**src/rtl/entity_move_animator.sv**
```systemverilog
// Animates one cowboy move on the 10x10 object memory, optionally pushing a box.
// Each process_move frame yields a burst of OM writes followed by a one-cycle ready pulse.
module entity_move_animator #(
  parameter int unsigned STEPS = 4,
  parameter int unsigned ROW   = 10
) (
  input  logic        clk,
  input  logic        rst_n,
  output logic [6:0]  address_write,
  output logic [10:0] data_write,
  output logic        wren,
  output logic [6:0]  cowboy_row_out,
  output logic [6:0]  cowboy_col_out,
  output logic        new_state_ready,
  output logic        move_done,
  input  logic [6:0]  cowboy_row,
  input  logic [6:0]  cowboy_col,
  input  logic [10:0] pos_cowboy,
  input  logic [6:0]  other_row,
  input  logic [6:0]  other_col,
  input  logic [10:0] pos_other,
  input  logic        only_moving_cowboy,
  input  logic        process_move,
  input  logic [2:0]  field_type_after
);

  localparam logic [5:0] StepsK  = 6'(STEPS);
  localparam logic [6:0] AddrRow = 7'd100;
  localparam logic [6:0] AddrCol = 7'd101;

  typedef enum logic [1:0] {StIdle, StWrite, StReady, StWaitLow} state_e;

  state_e     state_q;
  logic [5:0] k_q;
  logic [2:0] idx_q;
  logic       final_q;
  logic       push_q;
  logic [6:0] c_addr_q, d_addr_q, b_addr_q;
  logic [2:0] c_type_q, d_type_q, fta_q;
  logic [1:0] dir_q;
  logic [6:0] orow_q, ocol_q;

  logic [6:0]  b_row, b_col;
  logic [6:0]  wr_addr;
  logic [10:0] wr_data;
  logic        wr_last;
  logic [2:0]  slot;
  logic [2:0]  under_type;
  logic [2:0]  cow_type;

  logic unused_inputs;
  assign unused_inputs = ^{pos_cowboy[7:2], pos_other[7:0]};

  function automatic logic [6:0] cell_addr(input logic [6:0] r, input logic [6:0] c);
    logic [31:0] a;
    a = 32'(r) * ROW + 32'(c);
    return a[6:0];
  endfunction

  // Box destination: the destination cell shifted once more along the move direction.
  always_comb begin
    b_row = other_row;
    b_col = other_col;
    unique case (pos_cowboy[1:0])
      2'b00: b_col = other_col - 7'd1;
      2'b01: b_col = other_col + 7'd1;
      2'b10: b_row = other_row - 7'd1;
      2'b11: b_row = other_row + 7'd1;
      default: ;
    endcase
  end

  always_comb begin
    under_type = push_q ? {2'b00, d_type_q == 3'd6} : d_type_q;
    cow_type   = 3'd3 + under_type;
    // A plain step has no box write, so its commit slots skip index 2.
    slot = (!push_q && idx_q >= 3'd2) ? 3'(idx_q + 3'd1) : idx_q;
    wr_addr = '0;
    wr_data = '0;
    wr_last = 1'b0;
    if (!final_q) begin
      if (idx_q == 3'd0) begin
        wr_addr = c_addr_q;
        wr_data = {c_type_q, k_q, dir_q};
      end else begin
        wr_addr = d_addr_q;
        wr_data = {d_type_q, k_q, dir_q};
      end
      wr_last = push_q ? (idx_q == 3'd1) : (idx_q == 3'd0);
    end else begin
      unique case (slot)
        3'd0: begin
          wr_addr = c_addr_q;
          wr_data = {c_type_q - 3'd3, 8'd0};
        end
        3'd1: begin
          wr_addr = d_addr_q;
          wr_data = {cow_type, 8'd0};
        end
        3'd2: begin
          wr_addr = b_addr_q;
          wr_data = {fta_q + 3'd5, 8'd0};
        end
        3'd3: begin
          wr_addr = AddrRow;
          wr_data = {4'd0, orow_q};
        end
        default: begin
          wr_addr = AddrCol;
          wr_data = {4'd0, ocol_q};
        end
      endcase
      wr_last = push_q ? (idx_q == 3'd4) : (idx_q == 3'd3);
    end
  end

  always_ff @(posedge clk or negedge rst_n) begin
    if (!rst_n) begin
      state_q         <= StIdle;
      k_q             <= '0;
      idx_q           <= '0;
      final_q         <= 1'b0;
      push_q          <= 1'b0;
      c_addr_q        <= '0;
      d_addr_q        <= '0;
      b_addr_q        <= '0;
      c_type_q        <= '0;
      d_type_q        <= '0;
      fta_q           <= '0;
      dir_q           <= '0;
      orow_q          <= '0;
      ocol_q          <= '0;
      address_write   <= '0;
      data_write      <= '0;
      wren            <= 1'b0;
      cowboy_row_out  <= '0;
      cowboy_col_out  <= '0;
      new_state_ready <= 1'b0;
      move_done       <= 1'b0;
    end else begin
      unique case (state_q)
        StIdle: begin
          wren            <= 1'b0;
          new_state_ready <= 1'b0;
          move_done       <= 1'b0;
          if (process_move) begin
            k_q      <= k_q + 6'd1;
            final_q  <= (k_q + 6'd1) == StepsK;
            idx_q    <= '0;
            push_q   <= !only_moving_cowboy;
            c_addr_q <= cell_addr(cowboy_row, cowboy_col);
            d_addr_q <= cell_addr(other_row, other_col);
            b_addr_q <= cell_addr(b_row, b_col);
            c_type_q <= pos_cowboy[10:8];
            d_type_q <= pos_other[10:8];
            dir_q    <= pos_cowboy[1:0];
            fta_q    <= field_type_after;
            orow_q   <= other_row;
            ocol_q   <= other_col;
            state_q  <= StWrite;
          end
        end
        StWrite: begin
          wren          <= 1'b1;
          address_write <= wr_addr;
          data_write    <= wr_data;
          if (wr_last) begin
            state_q <= StReady;
          end else begin
            idx_q <= idx_q + 3'd1;
          end
        end
        StReady: begin
          wren            <= 1'b0;
          new_state_ready <= 1'b1;
          move_done       <= final_q;
          if (final_q) begin
            cowboy_row_out <= orow_q;
            cowboy_col_out <= ocol_q;
            k_q            <= '0;
          end
          state_q <= StWaitLow;
        end
        StWaitLow: begin
          new_state_ready <= 1'b0;
          move_done       <= 1'b0;
          if (!process_move) begin
            state_q <= StIdle;
          end
        end
        default: state_q <= StIdle;
      endcase
    end
  end

endmodule

```
**config.mk**
```make
export PLATFORM = sky130hd
export DESIGN_NAME = entity_move_animator
export DESIGN_NICKNAME = d
export VERILOG_FILES = /design/src/rtl/entity_move_animator.sv
export SDC_FILE = /design/constraint.sdc
export NUM_CORES = 1
export LEC_CHECK = 0
export ABC_AREA = 1
export BUFFER_PORTS_ARGS = -buffer_cell sky130_fd_sc_hd__buf_2
export CORE_ASPECT_RATIO = 2
export CORE_MARGIN = 1.5
export CORE_UTILIZATION = 60
export CTS_CLUSTER_DIAMETER = 150
export DETAILED_ROUTE_END_ITERATION = 10
export PLACE_DENSITY = 0.84
export SLEW_MARGIN = 40
export SYNTH_ARGS = -nofsm -noshare
export SYNTH_HDL_FRONTEND = slang
export SYNTH_SLANG_ARGS = --single-unit
export TNS_END_PERCENT = 5
```
**constraint.sdc**
```tcl
create_clock -name clk -period 4.6 [get_ports clk]
set_input_delay 0.23 -clock clk [delete_from_list [all_inputs] [get_ports clk]]
set_output_delay 0.23 -clock clk [all_outputs]
set_load 0.01 [all_outputs]
```
# After elaboration in Yosys (flattened, before gate mapping)
# Cells that the tools add are included.
dict set report classes {
  magnitude_cmp 1
  n_addsub 12
  reduce_logical 18
  eq_ne 19
  mul 3
  muxes 26
}
# operator count
set ops {}
lappend ops {{$pmux 11 s4} 1}
lappend ops {{$pmux 7 s2} 2}
lappend ops {{$pmux 7 s4} 1}
lappend ops {{$mux 11} 2}
lappend ops {{$add 7x7->7} 3}
lappend ops {{$mul 7x3->6 const B} 3}
lappend ops {{$add 7x1->7 const B} 2}
lappend ops {{$mux 7} 2}
lappend ops {{$sub 7x1->7 const B} 2}
lappend ops {{$mux 3} 4}
lappend ops {{$mux 6} 2}
lappend ops {{$pmux 6 s2} 1}
lappend ops {{$ne 2x2->1 const B} 5}
lappend ops {{$eq 3x2->1 const B} 3}
lappend ops {{$reduce_and 3->1} 3}
lappend ops {{$eq 2x2->1 const B} 4}
lappend ops {{$pmux 2 s4} 1}
lappend ops {{$reduce_bool 2->1} 4}
lappend ops {{$add 6x1->6 const B} 1}
lappend ops {{$eq 3x1->1 const B} 2}
lappend ops {{$eq 3x3->1 const B} 2}
lappend ops {{$eq 6x3->1 const B} 1}
lappend ops {{$logic_not 3->1} 2}
lappend ops {{$mux 2} 3}
lappend ops {{14 further kinds} 23}
dict set report word_totals {
  output_inout_bits 35
  ff_bits 94
  wordCells 100
}

# Depth between registers and ports, before layout
# Gate-level depths: netlist (run 1).
dict set report depth {
  word_depth 6
  ltp_mapped 26
  depth_no_buf 26
}

# Worst setup path before layout (run 1)
# No wires, ideal clock.
dict set report synth_timing {
  kind {input port to flip-flop}
  start {input pos_cowboy[1]}
  end {register b_addr_q[6]}
  setup_time_ns 0.118
  cell_stages 25
  arrival_ns 3.205
  slack_ns 1.277
  required_ns 4.482
  path_buffers 0
  cell_sequence {nand2_1 > inv_1 > fa_1 > nor2_1 > a221oi_1 > or2_2 > a31oi_1 > ha_1 > inv_1 > fa_1 > inv_1 > ha_1 > nand2_1 > inv_1 > nand4_1 > nand3_1 > nand2_1 > nand2_1 > inv_1 > nand2_1 > nand2_1 > inv_1 > nand2_1 > nand3_1 > nand2_1}
}
dict set report synth_via {
  elab_chain_len 4
  word_cells_on_any_way 8
}
# element line_no
set synth_rtl {}
lappend synth_rtl {{from (decl)} 18} ;# input logic [10:0] pos_cowboy,
lappend synth_rtl {{$eq 2x2->1} 64} ;# unique case (pos_cowboy[1:0])
lappend synth_rtl {{$pmux 7 s2} 64}
lappend synth_rtl {{$mul 7x3->6} 56} ;# a = 32'(r) * ROW + 32'(c);
lappend synth_rtl {{$add 7x7->7 (*)} 56}
lappend synth_rtl {{to (signal assigned)} 153} ;# b_addr_q <= cell_addr(b_row, b_col);
lappend synth_rtl {{to (decl)} 38} ;# logic [6:0] c_addr_q, d_addr_q, b_addr_q;
# Every way passes the cells marked *; elsewhere a longest branch is shown, timed or not.
# A chain may end at the register's enable or synchronous reset.

# Worst setup path in the final report (run 1)
# Same ends and word-level chain as after synthesis.

==> metrics.md, run 1 <==
| Metric | Value |
|---|---|
| PortBufs | between 70 and 80 |
| Count of final setup violators | 0 |
| Final Skew | about 7.6 ps |
| Cell row count | 51 |
| Final #Nets | a little over 900 |
| Critical Path Fanout Max | 15 |
| Slew headroom | about 55% |
| Worst Path Buf+Inv | 5 |
| Status | complete, no violations |
| Initial antenna violation count | 0 |
| #FFs+latches synth | just over 90 |
| Max stage delay on crit path | 520 ps |
| Max Cap Violations | 0 |
| Setup TNS | 0 ps |
| Period utilization | approximately four fifths |
| CP most frequent cell | nand2_1 |
| Largest net degree at the start of global routing | between 70 and 80 |
| Pins Over Slew Limit | 0 |
| Register area share after synthesis | about two fifths |
| Largest family of logic cells by synthesized area | simple AND/OR/NAND/NOR gates |
| Gp weighted congestion | a little under 1 |
| Layout cells sized above 1 | between 15 and 20% |
| Clk root buf | clkbuf_16 |
| I/O Pins | between 90 and 100 |
| Setup bufs post-CTS | 0 |
| Layout area overhead | 13.51% |
| Power per cell area | 601.8 nW/um^2 |
| Hold bufs inserted after CTS | 1 |
| Clk_lat worst skew | between 300 and 400 ps |
| Maximum clock rate | 267.7 MHz |
| Clk buf depth | 2 |
| ANT nets after route | 0 |
| Post-synthesis xor/xnor area fraction | 4.299% |
| Most common cell after layout, fill and taps aside | nand2_1 |
| Gr usage total | between 20 and 30% |
| Total die area | approximately 11000 sq um |
| VDD IR-drop max | between 0.3 and 0.4 mV |
| TritonCTS clock tree | yes |
| CP max stage cell | o21ai_0 |
| Min-Delay Path Depth | 3 |
| Synth unique cells | 38 |
| Mux contribution to synthesized area | around 1.7% |
| # H-tree levels | 3 |
| RSZ-0062 raised after global routing | no |
| Tot Pwr | 4056 uW |
| Least-Margin Pin Slew | ~680 ps |
| DRC viols | 0 |
| Complex-gate fraction of the synthesized area | roughly an eighth |
| First-pass GRT wire length | approximately 24 mm |
| Die X | between 70 and 80 microns |
| Die height | between 100 and 150 microns |
| Primary FF master, synth | dfrtp_1 |
| WHS | roughly 70 ps |
| Leakage | about 0.0035 uW |
| N_diodes | 0 |
| Async SR Flop Fraction | 100.0% |
| Grt total ovfl | 0 |
| Reg clk slew, reported paths | around 70 ps |
| Fillcell total | about 800 |
| Internal power | 2250 uW |
| Vias | approximately 5400 |
| Cell Area, Synth | 5937 sq um |
| Crit-path leading delay family | adder cells |
| Core box area | about 9700 sq um |
| Setup crit start | pos_cowboy[1] |
| Hold crit path type | in -> reg |
| Place WS | roughly 560 ps |
| Worst reg2reg path depth | 12 |
| Psw | roughly 1800 uW |
| Iter 0 DRT Violations | between 300 and 400 |
| Post-synth EDFFs | 0 |
| CTS resizes | 0 |
| CP arrival | about 4000 ps |
| HPWL after DPL | between 10 and 15 mm |
| Setup slack after layout | about 860 ps |
| Post-Route WL | ~15 mm |
| Switching share of power | 44.52% |
| Clock sinks | between 90 and 100 |
| Commonest cells after routing, fill and taps aside | nand2_1, dfrtp_1, inv_1, buf_2, o21ai_0 |
| Hold path start | pos_cowboy[10] |
| TritonCTS Buffers | 9 |
| Logic pwr share | 46.6% |
| Final Hold Fails | 0 |
| Share of power burned in registers | between 30% and 40% |
| FF/Latch Area | approximately 2300 sq um |
| Syn. warnings | 0 |
| Critical path class | in -> reg |
| Synth Instances | 740 |
| FF-to-FF End | data_write[6] |
| R2r setup slk | roughly 2400 ps |
| Vias in the first global route | approximately 5400 |
| Drt via density | between 5 and 6 |
| DR WL/cell | around 16 microns |
| Detailed-router iteration count before antenna repair | 7 |
| CP Data Required Time | slightly below 5000 ps |
| Crit path launch type | input port |
| Adder-cell share of the synthesized area | 13.23% |
| Synthesized area per cell | between 8 and 9 sq um |
| Reg-to-reg critical path startpoint | idx_q[0] |
| Post-route minimum period | ~3700 ps |
| Hold endpoint | c_type_q[2] |
| Starting Density | around three fifths |
| Post-synthesis simple-gate area fraction | 22.93% |
| Clock share of power | 17.8% |
| Critical-path cell list | buf_2 > nand2_1 > inv_1 > fa_1 > o21ai_0 > ha_1 > ha_1 > inv_1 > fa_1 > inv_1 > ha_1 > a21oi_1 > nand3_1 > nand2_1 > nand2_1 > nand3_1 > nand2_1 > inv_1 > nand2_1 > nand3_1 > nand2_1 |
| Crit. End Element | flip-flop |
| Multi-input logic area | 3209 sq um |
| Mapped Nets | around 860 |
-- worst min-delay path, delay by kind of cell --
kind | cells | cell delay, ps
AND/OR/NAND/NOR | 2 | 90
buffers and inverters | 1 | 70
-- Yosys cell counts (9+ instances only) --
cell	number	area, sq um
a21oi_1	37	185.2
clkbuf_1	19	71.32
dfrtp_1	93	2327
ha_1	50	625.6
inv_1	75	281.5
mux2_2	9	101.4
nand2_1	234	878.3
nand3_1	46	230.2
nor2_1	19	71.32
o21ai_0	63	315.3
xnor2_1	12	105.1
xor2_1	14	122.6
-- final cells by class --
cell class | instances | share of cell area [%]
Tap cell | 132 | 2.451
Clock inverter | 7 | 0.9283
Sequential cell | 93 | 34.53
Multi-Input combinational cell | 543 | 47.62
Inverter | 82 | 4.567
Clock buffer | 9 | 3.342
Timing Repair Buffer | 83 | 6.554
-- layer usage --
layer	share of wire (%)	GRT usage [%]
met1	36	30.86
met3	3.5	4.488
met2	54	53.83
met5	0	0
met4	5.9	19.59
-- through the flow --
| stage | util (%) | std cells | area [sq um] |
|---|---|---|---|
| floorplan | - | 740 | 5937 |
| global placement | 66.37 | 932 | 6437 |
| detailed placement | 66.41 | 932 | 6441 |
| CTS | 69.48 | 949 | 6739 |
| global route | 69.48 | 949 | 6739 |
| finish | 69.48 | 949 | 6739 |
-- state kept, by name, summed over array words and instances, names as in the netlist, 2 cells and up --
signal and cells:
d_addr_q 7, b_addr_q 7, c_addr_q 7, address_write 7, dir_q 2, data_write 11, cowboy_row_out 7, k_q 6
c_type_q 3, orow_q 7, fta_q 3, idx_q 3, cowboy_col_out 7, state_q 2, d_type_q 3, ocol_q 6
-- kinds of logic (layout without fill, tap and decap cells) --
logic type	after synthesis	in the layout
AND/OR/NAND/NOR	322	322
XOR/XNOR	27	27
multiplexers	9	9
AO/OA/AOI/OAI	127	127
flip-flops	93	93
adder cells (fa/ha/maj)	58	58
buffers and inverters	104	181
-- power by group through the flow --
| stage | clock, uW | sequential (uW) | combinational [uW] |
|---|---|---|---|
| global placement | 0 | 1430 | 1790 |
| detailed placement | 0 | 1440 | 1870 |
| CTS | 725 | 1440 | 1890 |
| finish | 721 | 1450 | 1890 |
| global route | 765 | 1480 | 2130 |
| floorplan | 0 | 1430 | 1310 |
-- how the worst max path moves through the flow --
stage,slack (ps),end,depth (start not counted)
after floorplan,1280,b_addr_q[6],25
after global routing,510,b_addr_q[6],26
after detailed placement,560,b_addr_q[6],21
after global placement,670,b_addr_q[6],21
final,860,b_addr_q[6],21
after CTS,930,b_addr_q[6],21
(Power assumes the default switching activity.)
==> run 2: changes to the inputs <==
Settings changed: ABC_AREA 1 to 0, CORE_UTILIZATION 60 to 58, PLACE_DENSITY 0.84 to 0.81.
Clock period 4.6 ns to 3.6 ns, I/O delays scaled along.
==> run 2 against run 1 <==
Against the previous run: highest routed layer unchanged; register-to-register slack lost 1400 ps; count of clock-buffer cells in the layout is the same; area after synthesis grew 1.7%; synthesized cell count shrank 15%; largest power group unchanged; via count shrank 8.3%; wire length shrank 4.4%; cell count shrank 10%; critical path type unchanged.
==> metrics.md, run 2 <==
| Metric | Value |
|---|---|
| DR WL/cell | 16.70 microns (+6.8%) |
| Largest reg by FF count | data_write |
| Layout cells sized above 1 | 22.66% (+6.7 points) |
| CP most frequent cell | xnor2_1 |
| Multi-input logic area | 3486 sq um (+8.6%) |
| Power per cell area | 755.5 nW/um^2 (+26%) |
| #FFs+latches synth | 93 (unchanged) |
| Critical-path cell list | buf_2 > nand2_4 > buf_4 > ha_4 > a21oi_2 > and2_1 > xnor2_1 > a21o_1 > ha_1 > ha_1 > inv_1 > fa_1 > xnor2_1 > xnor2_1 > or4b_4 > nand2_1 > or4b_1 > nand4_1 |
| Clk_lat worst skew | 350 ps (about the same) |
| Total die area | 11060 sq um (+5.0%) |
| Core box area | 10150 sq um (+4.6%) |
| Starting Density | 59.47% (-1.7 points) |
| VDD IR-drop max | 0.4096 mV (+31%) |
| Cell row count | 52 (+2.0%) |
| DRC viols | 0 (unchanged) |
| Final Hold Fails | 0 (unchanged) |
| TritonCTS Buffers | 9 (unchanged) |
| Cell Area, Synth | 6036 sq um (+1.7%) |
| Final instance area | 6944 sq um (+3.0%) |
| Slew headroom | 46.35% (-8.5 points) |
| Max stage delay on crit path | 540 ps (+20 ps) |
| Final Skew | 6.571 ps (-1.030 ps) |
| Async SR Flop Fraction | 100.0% (unchanged) |
| Synthesized area per cell | 9.550 sq um (+19%) |
| Syn. warnings | 0 (unchanged) |
| Drt via density | 5.782 (+2.3%) |
| Fillcell total | 833 (+3.6%) |
| N_diodes | 0 (unchanged) |
| # H-tree levels | 3 (unchanged) |
| Commonest cells after routing, fill and taps aside | dfrtp_1, buf_2, nand2_1, ha_1, o21ai_0 |
| Vias | 4915 (-8.3%) |
| Critical Path Fanout Max | 8 (-7) |
| Crit. End Element | flip-flop |
| Maximum clock rate | 298.1 MHz |
| HPWL after DPL | 10.94 mm (-1.0%) |
| Most common cell after layout, fill and taps aside | dfrtp_1 |
| Count of final setup violators | 0 (unchanged) |
| Largest register FFs | 11 (unchanged) |
| Pins Over Slew Limit | 0 (unchanged) |
| Routing usage on met3 | 3.361% (-1.1 points) |
| CP max stage cell | or4b_4 |
| Synth area leader | dfrtp_1 |
| Crit-path leading delay family | simple AND/OR/NAND/NOR gates |
| Met1 usage | 30.64% (-0.21 points) |
| Least-Margin Pin Slew | 804.7 ps (+128.9 ps) |
| Clock sinks | 93 (unchanged) |
| Most frequent cells after synthesis | dfrtp_1, nand2_1, ha_1 |
| Synth Instances | 632 (-15%) |
| Die height | 147.3 microns (+2.5%) |
| Grt total ovfl | 0 (unchanged) |
| Top-area cell type share of the netlist area | 38.56% (-0.64 points) |
| Iter 0 DRT Violations | 342 (-6.0%) |
| WHS | 25.18 ps (-45.08 ps) |
| Largest net degree at the start of global routing | 67 (-6.9%) |
| Worst Path Buf+Inv | 3 (-2) |
| Detailed-router iteration count before antenna repair | 7 (unchanged) |
| Leakage | 0.003450 uW (-2.2%) |
| First-pass GRT wire length | 23.00 mm (-4.4%) |
| Synth top area cells | dfrtp_1, ha_1, mux2_2 |
| Die X | 75.14 microns (+2.4%) |
| Met2 Track Usage GR | 48.76% (-5.1 points) |
| Most Crowded Layer GR | met2 |
| FF/Latch Area | 2327 sq um (unchanged) |
| CP Data Required Time | 3880 ps (-960 ps) |
| Count leader, synth | dfrtp_1 |
| Vias in the first global route | 4873 (-10%) |
| Max Cap Violations | 0 (unchanged) |
| Period utilization | just over 90% |
| Post-synth EDFFs | 0 (unchanged) |
| Clk root buf | clkbuf_16 |
| Final #Nets | 825 (-11%) |
| Setup slack after layout | 245.6 ps (-618.5 ps) |
| ANT nets after route | 0 (unchanged) |
| Crit path launch type | input port |
| Primary FF master, synth | dfrtp_1 |
| Place WS | -129.6 ps (-689.9 ps) |
| Post-Route WL | 14.20 mm (-4.4%) |
| Layout area overhead | 15.05% |
| CP arrival | 3640 ps (-340 ps) |
| PortBufs | 76 (unchanged) |
| Post-route minimum period | 3354 ps |
| I/O Pins | 92 (unchanged) |
| Mapped Nets | 747 (-13%) |
| Reg clk slew, reported paths | 60 ps (about the same) |
| Hold crit path type | in -> reg |
| Clk buf depth | 2 (unchanged) |
| Synth unique cells | 58 (+53%) |
| Status | complete, no violations |
| Dpl cell area | 6635 sq um (+3.0%) |
| RSZ-0062 raised after global routing | no |
| TritonCTS clock tree | yes |
| Gp weighted congestion | 0.8971 (-8.6%) |
| Gr usage total | 26.93% (-2.9 points) |
| Setup bufs post-CTS | 0 (unchanged) |
| Register area share after synthesis | 38.56% (-0.64 points) |
| Critical path class | in -> reg |
| Initial antenna violation count | 0 (unchanged) |
## run 2: changes by cell type after synthesis, sizes merged, moves of 9 or more
cell    previous run  this run
mux2               9        41
a21o               1        17
nand3             47        14
nor2b              0        11
nand2            238        76
o21ai             65        56
a21oi             42        28
nor2              20        30
inv               79        39
a211oi             0        14
## run 2: worst reg2reg max path: stages (launching register included)
cell and delay, ps:
dfrtp_1 550, inv_1 190, ha_1 270, nor3_1 370, or3_1 360, nand2_1 180
a211oi_1 330, o21ai_1 90, a22o_1 180
## run 2: what timing repair did
action                                  4_1_cts  5_1_grt
hold buffers                                  1        0
hold endpoints to repair                     65        0
endpoints found under the setup margin        0        1
resized for setup                             0        1
## run 2: logic make-up after synthesis
| logic type | count (synthesis) | share of synthesized area, % |
|---|---|---|
| AO/OA/AOI/OAI | 163 | 17.18 |
| XOR/XNOR | 32 | 4.768 |
| adder cells (fa/ha/maj) | 58 | 13.02 |
| buffers and inverters | 67 | 4.249 |
| flip-flops | 93 | 38.56 |
| multiplexers | 46 | 8.478 |
| AND/OR/NAND/NOR | 173 | 13.74 |
## run 2: per-layer routing
metal	wire length, microns	share of wire, %	vias to the layer above
met4	372	2.6	0
met1	5339	38	2388
met5	0	0	-
li1	-	-	2394
met2	8081	57	109
met3	406	2.9	24
## run 2: layout make-up
class,instances,share of cell area [%]
Inverter,40,2.162
Timing Repair Buffer,94,7.550
Sequential cell,93,33.51
Tap cell,135,2.432
Clock inverter,7,0.9009
Multi-Input combinational cell,472,50.20
Clock buffer,9,3.243
## run 2: power breakdown
part | internal [uW] | total (uW) | switching [uW]
Combinational | 1100 | 2420 | 1320
Sequential | 1500 | 1910 | 412
Clock | 483 | 914 | 432
## run 2: worst paths after layout
path / startpoint / slack, ps / cells after the start / to
hold / removal: only_moving_cowboy / 30 / 2 / push_q
setup reg to reg: idx_q[0] / 970 / 8 / address_write[6]
setup / recovery: pos_cowboy[1] / 250 / 18 / b_addr_q[6]
min in group asynchronous: rst_n / 390 / 2 / cowboy_row_out[6]
hold reg to reg: b_addr_q[3] / 470 / 2 / b_addr_q[3]
max in group asynchronous: rst_n / 2430 / 3 / b_addr_q[1]
## run 2: stage by stage
| stage | setup TNS [ps] | utilization, % | total power [uW] | std cells |
|---|---|---|---|---|
| 2_1_floorplan | 0 | - | 3575 | 632 |
| 3_3_place_gp | -10.09 | 65.37 | 4173 | 833 |
| 3_5_place_dp | -129.6 | 65.37 | 4310 | 833 |
| 4_1_cts | 0 | 68.31 | 5237 | 850 |
| 5_1_grt | 0 | 68.42 | 5606 | 850 |
| 6_report | 0 | 68.42 | 5246 | 850 |
==> run 3: changes to the inputs <==
Settings changed: CORE_ASPECT_RATIO 2 to default.
==> run 3 against run 2 <==
Against the previous run: critical path depth is 2 lower; combinational power hardly changed; total power is 2.4% lower; clock power is 14% lower; maximum frequency hardly changed; count of clock-buffer cells in the layout is 2 higher; cell area is 0.70% lower; first-iteration DRC count is 0.29% lower; sequential share of layout area is 0.24 points higher; cell count is 0.35% higher; setup slack better by 2.7 ps.
==> metrics.md, run 3 (synthesis results as in run 2) <==
| Metric | Value |
|---|---|
| Post-route minimum period | 3352 ps (-2.739 ps) |
| Maximum clock rate | 298.4 MHz (about the same) |
| FF/Latch Area | 2327 sq um (unchanged) |
| TritonCTS clock tree | yes |
| Status | complete, no violations |
| Max Cap Violations | 0 (unchanged) |
| FF-to-FF End | address_write[6] |
| Commonest cells after routing, fill and taps aside | dfrtp_1, buf_2, nand2_1, ha_1, o21ai_0 |
| Crit-path leading delay family | simple AND/OR/NAND/NOR gates |
| Count of final setup violators | 0 (unchanged) |
| Clk_lat worst skew | 370 ps (+20 ps) |
| Clk root buf | clkbuf_8 |
| Vias in the first global route | 4908 (+0.72%) |
| Reg-to-reg critical path startpoint | idx_q[0] |
| CP max stage cell | or4b_4 |
| Critical-path cell list | buf_2 > nand2_4 > inv_1 > fa_1 > o21ai_0 > xor2_1 > mux2_2 > ha_1 > inv_1 > fa_1 > xnor2_1 > xnor2_1 > or4b_4 > nand2_1 > or4b_1 > nand4_1 |
| Psw | 2104 uW (-2.9%) |
| PortBufs | 76 (unchanged) |
| Final #Nets | 827 (+0.24%) |
| Util after Layout | 67.40% (-1.0 points) |
| Hold path start | only_moving_cowboy |
| Logic pwr share | 47.8% (+1.7 points) |
| Critical Path Fanout Max | 7 (-1) |
| Crit. End Element | flip-flop |
| N_diodes | 0 (unchanged) |
| Post-Route WL | 13.79 mm (-2.9%) |
| Total die area | 11030 sq um (-0.34%) |
| Internal power | 3016 uW (-2.1%) |
| Largest net degree at the start of global routing | 77 (+15%) |
| Crit path launch type | input port |
| Pins Over Slew Limit | 0 (unchanged) |
| Hold crit path type | in -> reg |
| WHS | 9.616 ps (-15.57 ps) |
| Final Skew | 8.063 ps (+1.491 ps) |
| Die X | 105.0 microns (+40%) |
| Drt via density | 5.853 (+1.2%) |
| Fillcell total | 795 (-4.6%) |
| Cell row count | 37 (-29%) |
| Tot Pwr | 5119 uW (-2.4%) |
| Layout area overhead | 14.24% |
| HPWL after DPL | 10.35 mm (-5.4%) |
| Gp weighted congestion | 0.8841 (-1.4%) |
| Starting Density | 58.99% (-0.47 points) |
| Setup crit start | pos_cowboy[1] |
| Largest register FFs | 11 (unchanged) |
| Vias | 4993 (+1.6%) |
| Detailed-router iteration count before antenna repair | 5 (-2) |
| Reg clk slew, reported paths | 90 ps (+30 ps) |
| TritonCTS Buffers | 9 (unchanged) |
| Clock share of power | 15.3% (-2.1 points) |
| Max stage delay on crit path | 540 ps (about the same) |
| Worst reg2reg path depth | 8 (unchanged) |
| Iter 0 DRT Violations | 341 (-0.29%) |
| Hold endpoint | push_q |
| Clk buf depth | 2 (unchanged) |
| R2r setup slk | 940 ps (-30 ps) |
| CP Data Required Time | 3910 ps (+30 ps) |
| Grt total ovfl | 0 (unchanged) |
| DRC viols | 0 (unchanged) |
| Leakage | 0.003425 uW (-0.71%) |
| Largest reg by FF count | data_write |
| First-pass GRT wire length | 22.84 mm (-0.69%) |
| Gr usage total | 25.73% (-1.2 points) |
| Initial antenna violation count | 0 (unchanged) |
| Period utilization | 93.10% (about the same) |
| Clock sinks | 93 (unchanged) |
| Min-Delay Path Depth | 2 (unchanged) |
| Multi-input logic area | 3483 sq um (about the same) |
| CP arrival | 3660 ps (+20 ps) |
| Least-Margin Pin Slew | 712.9 ps (-91.82 ps) |
| Final Hold Fails | 0 (unchanged) |
| # H-tree levels | 3 (unchanged) |
| Layout cells sized above 1 | 22.59% (-0.063 points) |
| Slew headroom | 52.38% (+6.0 points) |
| Share of power burned in registers | 36.9% (+0.4 points) |
| Switching share of power | 41.09% (-0.19 points) |
| VDD IR-drop max | 0.3223 mV (-21%) |
| Worst Path Buf+Inv | 3 (unchanged) |
| DR WL/cell | 16.17 microns (-3.2%) |
| I/O Pins | 92 (unchanged) |
| Die height | 105.0 microns (-29%) |
| RSZ-0062 raised after global routing | no |
| Most common cell after layout, fill and taps aside | dfrtp_1 |
| Power per cell area | 742.4 nW/um^2 (-1.7%) |
| ANT nets after route | 0 (unchanged) |
| Critical path class | in -> reg |
| Core box area | 10230 sq um (+0.80%) |
[run 3: changes by cell type in the layout (fill, tap and decap cells not counted), moves of 2 or more]
cell       previous run  this run
clkbuf_8              0        10
clkbuf_16             9         0
inv_6                 3         0
bufinv_16             0         2
buf_4                17        19
[run 3: cell type report]
class | count | area share [%]
multi-input combinational | 472 | 50.52
sequential | 93 | 33.75
timing repair buffer | 96 | 7.821
tap | 136 | 2.468
inverter | 40 | 2.177
clock buffer | 11 | 2.050
clock inverter | 5 | 1.216
[run 3: timing repair]
item | 4_1_cts | 5_1_grt
hold endpoints to repair | 75 | 0
setup buffers | 0 | 0
gates resized for setup | 0 | 0
hold buffers | 1 | 0
[run 3: power groups by stage]
stage          clock network (uW)  logic (uW)  registers [uW]
2_1_floorplan                   0        1740            1830
3_3_place_gp                    0        2300            1870
3_5_place_dp                    0        2420            1900
4_1_cts                       786        2440            1880
5_1_grt                       830        2730            1940
6_report                      782        2450            1890
[run 3: per-stage QoR]
stage | worst slack [ps] | instances | area [sq um] | setup TNS (ps)
final | 248.3 | 853 | 6895 | 0
after global routing | 91.49 | 853 | 6895 | 0
after CTS | 243.5 | 853 | 6890 | 0
after detailed placement | -120.5 | 836 | 6655 | -120.5
after global placement | -70.27 | 836 | 6651 | -70.27
after floorplan | 4.358 | 632 | 6060 | 0
[run 3: worst reg2reg max path: cells and delay by family (launching register included)]
kind | cells | cell delay [ps]
adders and majority gates | 1 | 270
buffers and inverters | 1 | 180
AOI/OAI and AO/OA | 3 | 650
and+or+nand+nor | 3 | 930
DFF | 1 | 540
[run 3: per-layer routing]
| layer | GRT usage [%] | share of wire [%] | up-vias |
|---|---|---|---|
| li1 | - | - | 2393 |
| met1 | 32.97 | 43 | 2408 |
| met2 | 43.56 | 50 | 160 |
| met3 | 3.057 | 4.8 | 32 |
| met4 | 11.84 | 2.7 | 0 |
| met5 | 0 | 0 | - |
[run 3: worst max-delay path by stage]
stage | endpoint | slack (ps) | cells past startpoint
final | b_addr_q[6] | 250 | 16
after global routing | b_addr_q[6] | 90 | 16
after CTS | b_addr_q[6] | 240 | 16
after detailed placement | b_addr_q[6] | -120 | 16
after global placement | b_addr_q[6] | -70 | 16
after floorplan | b_addr_q[6] | 4 | 16
